$ cat config.mk
export PLATFORM = sky130hd
export DESIGN_NAME = washing_machine_ctrl
export DESIGN_NICKNAME = d
export VERILOG_FILES = /design/src/rtl/washing_machine_ctrl.sv
export SDC_FILE = /design/constraint.sdc
export NUM_CORES = 1
export LEC_CHECK = 0
export CORE_MARGIN = 10
export CORE_UTILIZATION = 45
export CTS_BUF_LIST = sky130_fd_sc_hd__clkbuf_8
export DETAILED_ROUTE_END_ITERATION = 16
export MAX_ROUTING_LAYER = met4
export PLACE_DENSITY_LB_ADDON = 0.2
export SLEW_MARGIN = 10
export SYNTH_ARGS = -nofsm -noshare
export SYNTH_HDL_FRONTEND = slang
export SYNTH_SLANG_ARGS = --single-unit
$ cat constraint.sdc
create_clock -name clk -period 3.52 [get_ports clk]
set_input_delay 0.352 -clock clk [delete_from_list [all_inputs] [get_ports clk]]
set_output_delay 0.352 -clock clk [all_outputs]
set_load 0.02 [all_outputs]
$ cat src/rtl/washing_machine_ctrl.sv
// ---------------------------------------------------------------------------
// washing_machine_ctrl
//
// Multi-mode washing-machine sequencer. One run is
//   FILL -> WASH -> DRAIN_W -> [RFILL -> RINSE -> DRAIN_R] x R -> SPIN -> DONE
// Each phase length comes from a cycle-count parameter. The wash length and
// the rinse count R depend on the mode that is latched when start is accepted.
// Mode 11 (rinse+spin) starts directly at RFILL with R = 1.
//
// abort forces an emergency drain (ABORT_DRAIN) followed by IDLE, and no done
// pulse is produced.
//
// Optional feature, built only when the macro WM_PAUSE_EN is defined:
//   pause/resume. The PAUSE state holds the return state and the phase count.
//   Without the macro the pause port is present but ignored, and state code 9
//   is handled like any other unused code.
//
// Ports
//   clk        in   rising-edge clock
//   reset      in   asynchronous, active-low reset
//   start      in   level, sampled only in IDLE
//   mode[1:0]  in   00 light, 01 normal, 10 heavy, 11 rinse+spin
//   abort      in   level, forces the emergency drain
//   pause      in   level, used only with WM_PAUSE_EN
//   state[3:0] out  current state code
//   fill, wash, rinse, spin, drain  out  actuator enables
//   door_lock  out  high in every state except IDLE
//   busy       out  high whenever the state is not IDLE
//   done       out  one-cycle pulse on normal completion
// ---------------------------------------------------------------------------
module washing_machine_ctrl #(
  parameter int CNT_W      = 16,
  parameter int FILL_CYC   = 4,
  parameter int WASH_L_CYC = 6,
  parameter int WASH_N_CYC = 8,
  parameter int WASH_H_CYC = 10,
  parameter int DRAIN_CYC  = 3,
  parameter int RINSE_CYC  = 5,
  parameter int SPIN_CYC   = 4
) (
  input  logic       clk,
  input  logic       reset,
  input  logic       start,
  input  logic [1:0] mode,
  input  logic       abort,
  input  logic       pause,
  output logic [3:0] state,
  output logic       fill,
  output logic       wash,
  output logic       rinse,
  output logic       spin,
  output logic       drain,
  output logic       door_lock,
  output logic       busy,
  output logic       done
);

  typedef enum logic [3:0] {
    S_IDLE    = 4'd0,
    S_FILL    = 4'd1,
    S_WASH    = 4'd2,
    S_DRAIN_W = 4'd3,
    S_RFILL   = 4'd4,
    S_RINSE   = 4'd5,
    S_DRAIN_R = 4'd6,
    S_SPIN    = 4'd7,
    S_DONE    = 4'd8,
    S_PAUSE   = 4'd9,
    S_ABORT   = 4'd10
  } state_t;

  // Phase counters stop at length-1, so a phase lasts exactly `length` cycles.
  localparam logic [CNT_W-1:0] FILL_LAST   = CNT_W'(FILL_CYC - 1);
  localparam logic [CNT_W-1:0] WASH_L_LAST = CNT_W'(WASH_L_CYC - 1);
  localparam logic [CNT_W-1:0] WASH_N_LAST = CNT_W'(WASH_N_CYC - 1);
  localparam logic [CNT_W-1:0] WASH_H_LAST = CNT_W'(WASH_H_CYC - 1);
  localparam logic [CNT_W-1:0] DRAIN_LAST  = CNT_W'(DRAIN_CYC - 1);
  localparam logic [CNT_W-1:0] RINSE_LAST  = CNT_W'(RINSE_CYC - 1);
  localparam logic [CNT_W-1:0] SPIN_LAST   = CNT_W'(SPIN_CYC - 1);
  localparam logic [CNT_W-1:0] CNT_ONE     = 1;

  state_t           cur_state, nxt_state;
  logic [CNT_W-1:0] cnt, nxt_cnt;
  logic [1:0]       rinse_cnt, nxt_rinse_cnt;
  logic [1:0]       mode_q, nxt_mode;

  logic [CNT_W-1:0] wash_last;
  logic [CNT_W-1:0] phase_last;
  logic             phase_end;
  logic [1:0]       rinse_total;
  state_t           adv_state;
  logic [CNT_W-1:0] adv_cnt;
  logic [1:0]       adv_rinse;

`ifdef WM_PAUSE_EN
  state_t saved_state, nxt_saved;
`else
  logic unused_pause;
  assign unused_pause = pause;
`endif

  // State, phase counter, rinse counter and latched mode.
  always_ff @(posedge clk or negedge reset) begin
    if (!reset) begin
      cur_state   <= S_IDLE;
      cnt         <= '0;
      rinse_cnt   <= 2'd0;
      mode_q      <= 2'b00;
`ifdef WM_PAUSE_EN
      saved_state <= S_IDLE;
`endif
    end else begin
      cur_state   <= nxt_state;
      cnt         <= nxt_cnt;
      rinse_cnt   <= nxt_rinse_cnt;
      mode_q      <= nxt_mode;
`ifdef WM_PAUSE_EN
      saved_state <= nxt_saved;
`endif
    end
  end

  // Mode-dependent wash length and rinse count, taken from the latched mode.
  always_comb begin
    wash_last   = WASH_N_LAST;
    rinse_total = 2'd1;
    case (mode_q)
      2'b00: begin wash_last = WASH_L_LAST; rinse_total = 2'd1; end
      2'b01: begin wash_last = WASH_N_LAST; rinse_total = 2'd2; end
      2'b10: begin wash_last = WASH_H_LAST; rinse_total = 2'd3; end
      default: begin wash_last = WASH_N_LAST; rinse_total = 2'd1; end
    endcase
  end

  // Last count value of the phase currently running.
  always_comb begin
    phase_last = '0;
    case (cur_state)
      S_FILL, S_RFILL:               phase_last = FILL_LAST;
      S_WASH:                        phase_last = wash_last;
      S_DRAIN_W, S_DRAIN_R, S_ABORT: phase_last = DRAIN_LAST;
      S_RINSE:                       phase_last = RINSE_LAST;
      S_SPIN:                        phase_last = SPIN_LAST;
      default:                       phase_last = '0;
    endcase
  end

  assign phase_end = (cnt == phase_last);

  // Undisturbed advance of the run sequence. Pause saves exactly this
  // result, so the cycle on which pause is sampled still counts as elapsed
  // phase time, and a pause on a phase's last cycle resumes into the next
  // phase.
  always_comb begin
    adv_state = cur_state;
    adv_rinse = rinse_cnt;
    case (cur_state)
      S_FILL:    if (phase_end) adv_state = S_WASH;
      S_WASH:    if (phase_end) adv_state = S_DRAIN_W;
      S_DRAIN_W: if (phase_end) adv_state = S_RFILL;
      S_RFILL:   if (phase_end) adv_state = S_RINSE;
      S_RINSE:   if (phase_end) adv_state = S_DRAIN_R;
      S_DRAIN_R: begin
        if (phase_end) begin
          adv_rinse = rinse_cnt + 2'd1;
          if (({1'b0, rinse_cnt} + 3'd1) < {1'b0, rinse_total}) begin
            adv_state = S_RFILL;
          end else begin
            adv_state = S_SPIN;
          end
        end
      end
      S_SPIN:    if (phase_end) adv_state = S_DONE;
      default:   adv_state = cur_state;
    endcase
    if (adv_state == cur_state) begin
      adv_cnt = cnt + CNT_ONE;
    end else begin
      adv_cnt = '0;
    end
  end

  // Next-state selection. The priority is abort, then pause, then the
  // normal advance.
  always_comb begin
    nxt_state     = cur_state;
    nxt_cnt       = cnt;
    nxt_rinse_cnt = rinse_cnt;
    nxt_mode      = mode_q;
`ifdef WM_PAUSE_EN
    nxt_saved     = saved_state;
`endif
    case (cur_state)
      S_IDLE: begin
        nxt_cnt = '0;
        if (start) begin
          nxt_mode      = mode;
          nxt_rinse_cnt = 2'd0;
          if (mode == 2'b11) begin
            nxt_state = S_RFILL;
          end else begin
            nxt_state = S_FILL;
          end
        end
      end
      S_FILL, S_WASH, S_DRAIN_W, S_RFILL, S_RINSE, S_DRAIN_R, S_SPIN: begin
        if (abort) begin
          nxt_state = S_ABORT;
          nxt_cnt   = '0;
`ifdef WM_PAUSE_EN
        end else if (pause) begin
          nxt_state     = S_PAUSE;
          nxt_saved     = adv_state;
          nxt_cnt       = adv_cnt;
          nxt_rinse_cnt = adv_rinse;
`endif
        end else begin
          nxt_state     = adv_state;
          nxt_cnt       = adv_cnt;
          nxt_rinse_cnt = adv_rinse;
        end
      end
      S_DONE: begin
        nxt_state = S_IDLE;
        nxt_cnt   = '0;
      end
      S_ABORT: begin
        if (phase_end) begin
          nxt_state = S_IDLE;
          nxt_cnt   = '0;
        end else begin
          nxt_cnt = cnt + CNT_ONE;
        end
      end
`ifdef WM_PAUSE_EN
      S_PAUSE: begin
        if (abort) begin
          nxt_state = S_ABORT;
          nxt_cnt   = '0;
        end else if (!pause) begin
          nxt_state = saved_state;
        end
      end
`endif
      default: begin
        nxt_state = S_IDLE;
        nxt_cnt   = '0;
      end
    endcase
  end

  // Moore outputs decoded from the state register.
  always_comb begin
    fill      = (cur_state == S_FILL) || (cur_state == S_RFILL);
    wash      = (cur_state == S_WASH);
    rinse     = (cur_state == S_RINSE);
    spin      = (cur_state == S_SPIN);
    drain     = (cur_state == S_DRAIN_W) || (cur_state == S_DRAIN_R) ||
                (cur_state == S_ABORT);
    done      = (cur_state == S_DONE);
    door_lock = (cur_state != S_IDLE);
    busy      = (cur_state != S_IDLE);
  end

  assign state = cur_state;

endmodule
# ---- After elaboration in Yosys (flattened, before gate mapping)
# Cells that the tools add are included.
dict set report word_totals {
  register_bits 24
  input_bits 7
  out_inout_bits 12
  word_cells 66
}
dict set report op_classes {
  add_sub_neg 3
  n_lt_le_gt_ge 1
  n_eq_ne 19
  mux 26
  reduce_logical 13
}
# cell count
set op_table {}
lappend op_table {{16-bit case mux with 4 select lines} 1}
lappend op_table {{16-bit 2-to-1 mux} 3}
lappend op_table {{4-bit 2-to-1 mux} 10}
lappend op_table {{16-bit case mux with 2 select lines} 1}
lappend op_table {{4-bit case mux with 7 select lines} 1}
lappend op_table {{16-bit by 1-bit adder with 16-bit output, second input constant} 1}
lappend op_table {{16-bit == test} 1}
lappend op_table {{4-bit by 3-bit == test with 1-bit output, second input constant} 4}
lappend op_table {{4-bit case mux with 3 select lines} 1}
lappend op_table {{2-bit 2-to-1 mux} 5}
lappend op_table {{2-bit inequality test, second input constant} 5}
lappend op_table {{4-bit by 2-bit == test with 1-bit output, second input constant} 2}
lappend op_table {{4-bit == test, second input constant} 2}
lappend op_table {{2-bit case mux with 2 select lines} 2}
lappend op_table {{4-bit case mux with 2 select lines} 1}
lappend op_table {{7-bit OR reduction} 1}
lappend op_table {{3-bit OR reduction} 2}
lappend op_table {{5-bit AND reduction} 1}
lappend op_table {{2-bit == test, second input constant} 2}
lappend op_table {{4-bit by 1-bit == test with 1-bit output, second input constant} 1}
lappend op_table {{4-bit == test} 1}
lappend op_table {{4-bit zero test} 1}
lappend op_table {{2-bit AND reduction} 2}
lappend op_table {{4-bit nonzero test} 1}
lappend op_table {{other kinds (8)} 10}

# ---- Logic depth before layout (Yosys ltp)
# Gate-level depths: netlist of the first run.
dict set report logic_depth {
  depth_word 10
  depth_mapped 10
  depth_no_buf 9
}

# ---- Worst setup path before layout of the first run
# No wires, ideal clock.
dict set report synth_timing {
  kind {register to register}
  startpoint {reg cur_state[1], in the netlist state[1]}
  endpoint {reg cur_state[2], in the netlist state[2]}
  setup_time_ns 0.087
  t_arrival_ns 2.772
  required_ns 3.433
  slack_ns 0.661
  stages_incl_launch_ff 9
  path_buffers 2
  synth_period_minus_slack_ns 2.859
  cell_sequence {dfrtp_1 > buf_2 > nor4b_2 > and3_1 > o2111ai_1 > or4_1 > clkbuf_1 > or4_1 > o211ai_1}
}
dict set report synth_via {
  word_cells_on_any_way 27
  cone_classes {eq/ne: 11; mux: 11; reduce/logical: 5}
}
# item line
set synth_rtl {}
lappend synth_rtl {{from (decl)} 82} ;# state_t cur_state, nxt_state;
lappend synth_rtl {{from (signal assigned)} 113} ;# cur_state <= nxt_state;
lappend synth_rtl {{4-bit by 2-bit == test with 1-bit output (*)} n/a}
lappend synth_rtl {{net wash} 49} ;# output logic wash,
lappend synth_rtl {{16-bit case mux with 4 select lines} 138} ;# case (cur_state)
lappend synth_rtl {{16-bit == test} 148} ;# assign phase_end = (cnt == phase_last);
lappend synth_rtl {{4-bit 2-to-1 mux (tied with other cells)} 173} ;# S_SPIN: if (phase_end) adv_state = S_DONE;
lappend synth_rtl {{4-bit case mux with 7 select lines} 157} ;# case (cur_state)
lappend synth_rtl {{4-bit 2-to-1 mux} 207} ;# if (abort) begin
lappend synth_rtl {{4-bit case mux with 3 select lines} 193} ;# case (cur_state)
# Mark *: on every way through the listed nets, which the timed path passes. The rest lies on a longest branch.
# A chain may end at the register's enable or synchronous reset.

# ---- Final worst setup path of the first run
dict set report layout_timing {
  startpoint {reg cur_state[2], in the netlist state[2]}
  endpoint {reg cur_state[2], in the netlist state[2]}
}
dict set report layout_via {
  elab_chain_len 8
  word_cells_on_any_way 27
  cone_classes {eq/ne: 11; mux: 11; reduce/logical: 5}
}
# item line
set layout_lines {}
lappend layout_lines {{4-bit by 3-bit == test with 1-bit output (tied with other cells)} {138, 157, 193}}
lappend layout_lines {{3-bit OR reduction (on tied branches)} n/a}
lappend layout_lines {{16-bit case mux with 4 select lines} 138}
lappend layout_lines {{16-bit == test} 148}
lappend layout_lines {{4-bit 2-to-1 mux (tied with other cells)} 173}
lappend layout_lines {{4-bit case mux with 7 select lines} 157}
lappend layout_lines {{4-bit 2-to-1 mux} 207}
lappend layout_lines {{4-bit case mux with 3 select lines} 193}
# Several ways; a longest one is shown, not always the timed one.

==> impl_metrics.tcl, run 1 <==
set metrics [dict create \
    unrepaired_setup_endpoints_after_global_routing "no" \
    timing.hold.worst.class "reg -> reg" \
    worst_r2r_path_depth 6 \
    critical_path_required_ps 3710 \
    timing.hold.worst_endpoint "cnt[0]$_DFF_PN0_" \
    synth_cells 178 \
    synth_edf_count 0 \
    hpwl_after_detailed_placement_mm 2.63 \
    floorplan.core_area_sq_um 3390 \
    postCtsSetupBuffers 0 \
    die-height_um 79.7 \
    vias_per_cell 5.67 \
    finalSetupViolations 0 \
    postSynthNetCount 192 \
    crit_path_start_kind "flop" \
    area.growth.synth_to_final_pct 15.8 \
    fin_area_sq_um 1860 \
    synth-async-reset-ratio 1.00 \
    path_max_fanout 17 \
    routed_wirelength_mm 3.50 \
    postSynthRegisterBits 24 \
    final_period_minus_worst_setup_slack_ps 2920 \
    clkPwrFrac 0.176 \
    worst_r2r_endpoint "state[2]$_DFFE_PN0P_" \
    synth.avg_cell_area_sq_um 9.01 \
    power-per-cell-area_nw_per_um2 766 \
    cts_num_sinks 24 \
    postRouteAntennaNets 0 \
    hold-path-cell-count 1 \
    yosys-top-cells-count "nor2_1 (26), dfrtp_1 (24), nand2_1 (10)" \
    detail_route.drc_violations 0 \
    pin_count 19 \
    n_antenna_cell 0 \
    regToRegStartpoint "state[2]$_DFFE_PN0P_" \
    final-max-slew-violation-count 0 \
    tns_ps 0 \
    total_grt_usage 0.116 \
    drv_cap 0 \
    hold_violations 0 \
    total_leakage_power_nw 0.773 \
    row_count 21 \
    ctsResizeCount 0 \
    setup.worst_path.class "reg -> reg" \
    worst_slew_pin_slew_ps 1070 \
    endpoint_kind "flop" \
    power_report.internal_total_uw 813 \
    grt_first_pass_wirelength_mm 5.88 \
    syn_area_sq_um 1600 \
    detailroute.via_count 1327 \
    sequential_fraction_of_design_power 0.308 \
    grt_antenna_before_repair 0 \
    routed_wire_length_per_instance_um 15.0 \
    final_net_count 203 \
    net-switching-power_uw 610 \
    clock_tree_from_tritoncts "built" \
    timing.slew.headroom 0.282 \
    timing.clock.skew_ps 5.07 \
    synth.yosys.seq_area_share 0.374 \
    power.ir.vdd_worst_mv 0.483 \
    finalCritPeriodShare 0.829 \
    htreeDepth 1 \
    clk_latency_ps 270 \
    detail_route.first_pass.iterations 4 \
    max_freq_mhz 343 \
    grt_start_max_net_pins 26 \
    io_buffer_count 17 \
    synth.most_common_cell "nor2_1" \
    power.share.combinational 0.517 \
    synth_top_cell_by_area "dfrtp_1" \
    yosys_most_used_dff "dfrtp_1" \
    outcome "finished, final reports clean" \
    routabilityCongestion 0.880 \
    numCtsBuffers 3 \
    post_dp_cell_area_sq_um 1790 \
    initial_utilization 0.473 \
    number_of_global_route_vias_before_repair 1232 \
    netlist_top_cells_area "dfrtp_1 (37%), nor2_1 (6.1%), xor2_1 (4.9%), ha_1 (4.7%), xnor2_1 (3.8%)" \
    ctsRootBufferMaster "clkbuf_8" \
    cts_hold_repair.buffers 0 \
    die_area_sq_um 6350 \
    arrival_ps 3110 \
    clkSlewWorstSetupHoldPaths_ps 90 \
    hp-start "cnt[0]$_DFF_PN0_" \
    yosysTopAreaCellShare 0.374 \
    synth_warnings 0 \
    layout-drive-gt1-share 0.0638 \
    clk_path_buf_depth 2 \
    chipWidth_um 79.7 \
    regToRegSetupSlack_ps 600 \
    switching_share 0.429 \
    grt.overflow.total 0 \
    synth.distinct_cells 49 \
    first_iter_violations 149 \
]
## how the worst max path moves through the flow
stage	startpoint	end	slack (ps)	depth (start not counted)
after global placement	state[2]$_DFFE_PN0P_	state[2]$_DFFE_PN0P_	680	6
after detailed placement	state[2]$_DFFE_PN0P_	cnt[2]$_DFF_PN0_	600	6
after CTS	state[2]$_DFFE_PN0P_	cnt[2]$_DFF_PN0_	590	6
after global routing	state[2]$_DFFE_PN0P_	cnt[5]$_DFF_PN0_	410	6
after floorplan	state[1]$_DFFE_PN0P_	state[2]$_DFFE_PN0P_	660	8
final	state[2]$_DFFE_PN0P_	state[2]$_DFFE_PN0P_	600	6
## area by class of cell
type                            count  area [sq um]
Fill cell                         290          1530
Tap cell                           46          57.6
Clock inverter                      1          30.0
Sequential cell                    24           601
Multi-Input combinational cell    135           925
Inverter                            7          26.3
Timing Repair Buffer               18           178
Clock buffer                        3          41.3
## metal layers
layer	vias to the layer above	track usage	routed length, um
met5	-	-	0
met4	0	0.0376	42
met3	4	0.0248	197
met2	30	0.176	1630
met1	644	0.151	1630
li1	649	-	-
## power by group through the flow
stage	sequential, mW	combinational, mW	clock, mW
after floorplan	0.399	0.574	0
after global placement	0.437	0.713	0
after detailed placement	0.444	0.741	0
after CTS	0.437	0.743	0.250
after global routing	0.452	0.829	0.260
final	0.438	0.735	0.250
## state kept, by name, summed over array words and instances (netlist names)
| name | cells |
|---|---|
| cnt | 16 |
| state | 4 |
| mode_q | 2 |
| rinse_cnt | 2 |
## stage by stage
step	worst slack [ps]	instances	utilization	hold WS, ps	total power, mW
finish	601	234	0.548	543	1.42
detailed placement	597	230	0.527	531	1.19
floorplan	661	178	-	56.4	0.972
CTS	586	234	0.548	543	1.43
global placement	678	230	0.527	518	1.15
global route	412	234	0.548	583	1.54
## critical path, stage by stage (launching register included)
cell	delay, ps
dfrtp_1	690
xnor3_1	510
o21ai_1	120
o2111ai_1	200
or4_1	680
or4_1	530
o211ai_1	110
## cell families after synthesis
kind of cell,share of synthesized area
DFF,0.374
adders and majority gates,0.0593
xor gates and xnor gates,0.101
AOI/OAI and AO/OA,0.115
muxes,0.0343
buffers and inverters,0.0491
and+or+nand+nor,0.267
## placed cells by master, fill, tap and decap left out, drive strengths merged, types with 4 or more instances in the layout
cell type	instances
nor2	26
dfrtp	24
clkdlybuf4s50	17
nand2	10
xor2	9
xnor2	7
nand3	7
inv	7
ha	6
o21ai	6
nor3	5
and3	5
a21oi	4
nor4	4
mux2	4
No activity file was read; power rests on OpenSTA's default activity.
==> inputs of run 2 (changes only) <==
==> constraint.sdc (replaced) <==
create_clock -name clk -period 2.65 [get_ports clk]
set_input_delay 0.265 -clock clk [delete_from_list [all_inputs] [get_ports clk]]
set_output_delay 0.265 -clock clk [all_outputs]
set_load 0.02 [all_outputs]
==> run 2 against run 1 <==
First-iteration DRC count shrank 28%. Global-route usage rose by 0.76 points. Non-clock buffer count grew 14. Sequential cell count is the same. Final cell count grew 6.0%. Setup slack worse by 490 ps. Combinational power rose by 78%. Sequential power is 22% higher. Critical path depth is 1 higher. Worst hold slack lost 200 ps. Maximum frequency up 15%.
==> impl_metrics.tcl, run 2 (synthesis results as in run 1) <==
set metrics [dict create \
    outcome "finished, final reports clean" \
    critical-path-top-cell-by-count "or4_4" \
    regToRegStartpoint "mode_q[1]$_DFFE_PN0P_" \
    layout-drive-gt1-share 0.158 \
    routed_wirelength_mm 3.77 \
    vias_per_cell 5.47 \
    io_buffer_count 17 \
    total_leakage_power_nw 0.856 \
    critPathMaxStageDelay_ps 490 \
    power_report.internal_total_mw 1.28 \
    power.ir.vdd_worst_mv 0.686 \
    arrival_ps 2740 \
    cell_with_the_largest_stage_delay_on_the_worst_path "or4_4" \
    initial_utilization 0.473 \
    first_iter_violations 107 \
    net-switching-power_uw 897 \
    critical_path_required_ps 2850 \
    finalSetupViolations 0 \
    final-max-slew-violation-count 0 \
    die_area_sq_um 6350 \
    chipWidth_um 79.7 \
    timing.clock.skew_ps 4.18 \
    worst_r2r_path_depth 7 \
    row_count 21 \
    clk_path_buf_depth 2 \
    floorplan.core_area_sq_um 3390 \
    tns_ps 0 \
    detail_route.first_pass.iterations 4 \
    regMostFlops "cnt" \
    critPathLaunch "mode_q[1]$_DFFE_PN0P_" \
    worst_path_depth 7 \
    routed_wire_length_per_instance_um 15.2 \
    worst_r2r_endpoint "state[2]$_DFFE_PN0P_" \
    finalCritPeriodShare 0.958 \
    clk_latency_ps 280 \
    max_freq_mhz 394 \
    timing.slew.headroom 0.655 \
    total_power_mw 2.18 \
    grt.overflow.total 0 \
    fillers 293 \
    hold_violations 0 \
    detailroute.via_count 1356 \
    area.growth.synth_to_final_pct 24.9 \
    clkSlewWorstSetupHoldPaths_ps 90 \
    numCtsBuffers 3 \
    path_max_fanout 3 \
    cts_hold_repair.buffers 0 \
    hpwl_after_detailed_placement_mm 2.78 \
    largest_register_ff_count 16 \
    endpoint_kind "flop" \
    grt_start_max_net_pins 25 \
    postRouteAntennaNets 0 \
    grt_first_pass_wirelength_mm 6.32 \
    clock_tree_from_tritoncts "built" \
    drv_cap 0 \
    timing.hold.worst.class "in -> async" \
    detail_route.drc_violations 0 \
    mostFrequentLayoutCells "nor2_1 (26), dfrtp_1 (23), clkdlybuf4s50_1 (17)" \
    setup.worst_path.class "reg -> reg" \
    path_cells "buf_4 -> ha_1 -> o311ai_1 -> a21boi_0 -> or4_4 -> or4_4 -> o211ai_1" \
    number_of_global_route_vias_before_repair 1387 \
    total_grt_usage 0.124 \
    switching_share 0.411 \
    crit_path_start_kind "flop" \
    power-per-cell-area_nw_per_um2 1090 \
    die-height_um 79.7 \
    worst_slew_pin_slew_ps 505 \
    ctsRootBufferMaster "clkbuf_8" \
    regToRegSetupSlack_ps 110 \
    grt_antenna_before_repair 0 \
    timing.critical_path.max_delay_family "simple AND/OR/NAND/NOR gates" \
    sequential_fraction_of_design_power 0.244 \
    layout_commonest_cell "nor2_1" \
    critical_path_buf_inv_count 1 \
    pin_count 19 \
    cts_num_sinks 24 \
    power.share.combinational 0.602 \
    worst_setup_path_endpoint "state[2]$_DFFE_PN0P_" \
    final_net_count 217 \
    routabilityCongestion 0.834 \
    htreeDepth 1 \
    clkPwrFrac 0.153 \
    n_antenna_cell 0 \
    unrepaired_setup_endpoints_after_global_routing "no" \
    final_period_minus_worst_setup_slack_ps 2540 \
]
run 2: how the worst min path moves through the flow:
stage	endpoint	startpoint	slack (ps)
after floorplan	cnt[0]$_DFF_PN0_	reset	-30
after global placement	cnt[0]$_DFF_PN0_	cnt[0]$_DFF_PN0_	500
after detailed placement	cnt[0]$_DFF_PN0_	cnt[0]$_DFF_PN0_	520
after CTS	cnt[0]$_DFF_PN0_	reset	360
after global routing	state[1]$_DFFE_PN0P_	reset	390
final	state[1]$_DFFE_PN0P_	reset	340
run 2: worst reg2reg max path: stages, from the launching register on:
cell and delay [ps]:
dfrtp_1 410, buf_4 150, ha_1 230, o311ai_1 430, a21boi_0 200, or4_4 460
or4_4 490, o211ai_1 100
run 2: repair_timing:
action	in CTS	in global routing
gates resized for setup	1	4
endpoints found under the hold margin	0	0
pin swaps	0	2
setup buffers	1	1
setup endpoints to repair	2	21
run 2: per-layer routing:
layer	vias to the layer above	GRT usage	part of all wire
li1	676	-	-
met1	648	0.155	0.45
met2	28	0.201	0.49
met3	4	0.0158	0.042
met4	0	0.0394	0.010
met5	-	-	0
run 2: final cells by class:
cell class / instances / area, sq um / area share
multi-input combinational: 135 / 951 / 0.475
clock buffer: 3 / 41.3 / 0.0206
inverter: 7 / 26.3 / 0.0131
sequential: 24 / 602 / 0.300
timing repair buffer: 32 / 295 / 0.147
clock inverter: 1 / 30.0 / 0.0150
tap: 46 / 57.6 / 0.0287
run 2: power by group through the flow:
stage / sequential (mW) / combinational (mW) / clock, mW
after floorplan: 0.536 / 0.792 / 0
after global placement: 0.535 / 1.21 / 0
after detailed placement: 0.545 / 1.25 / 0
after CTS: 0.535 / 1.28 / 0.342
after global routing: 0.549 / 1.45 / 0.348
final: 0.533 / 1.31 / 0.334
run 2: metrics by stage:
stage               utilization  instance area (sq um)  instances  worst slack (ps)  hold WS (ps)
finish                    0.591                   2000        248               110           342
global route              0.591                   2000        248             0.362           387
CTS                       0.587                   1990        247              30.7           359
detailed placement        0.561                   1900        242              3.32           517
global placement          0.561                   1900        242              63.3           503
floorplan                     -                   1630        178              3.87         -30.6
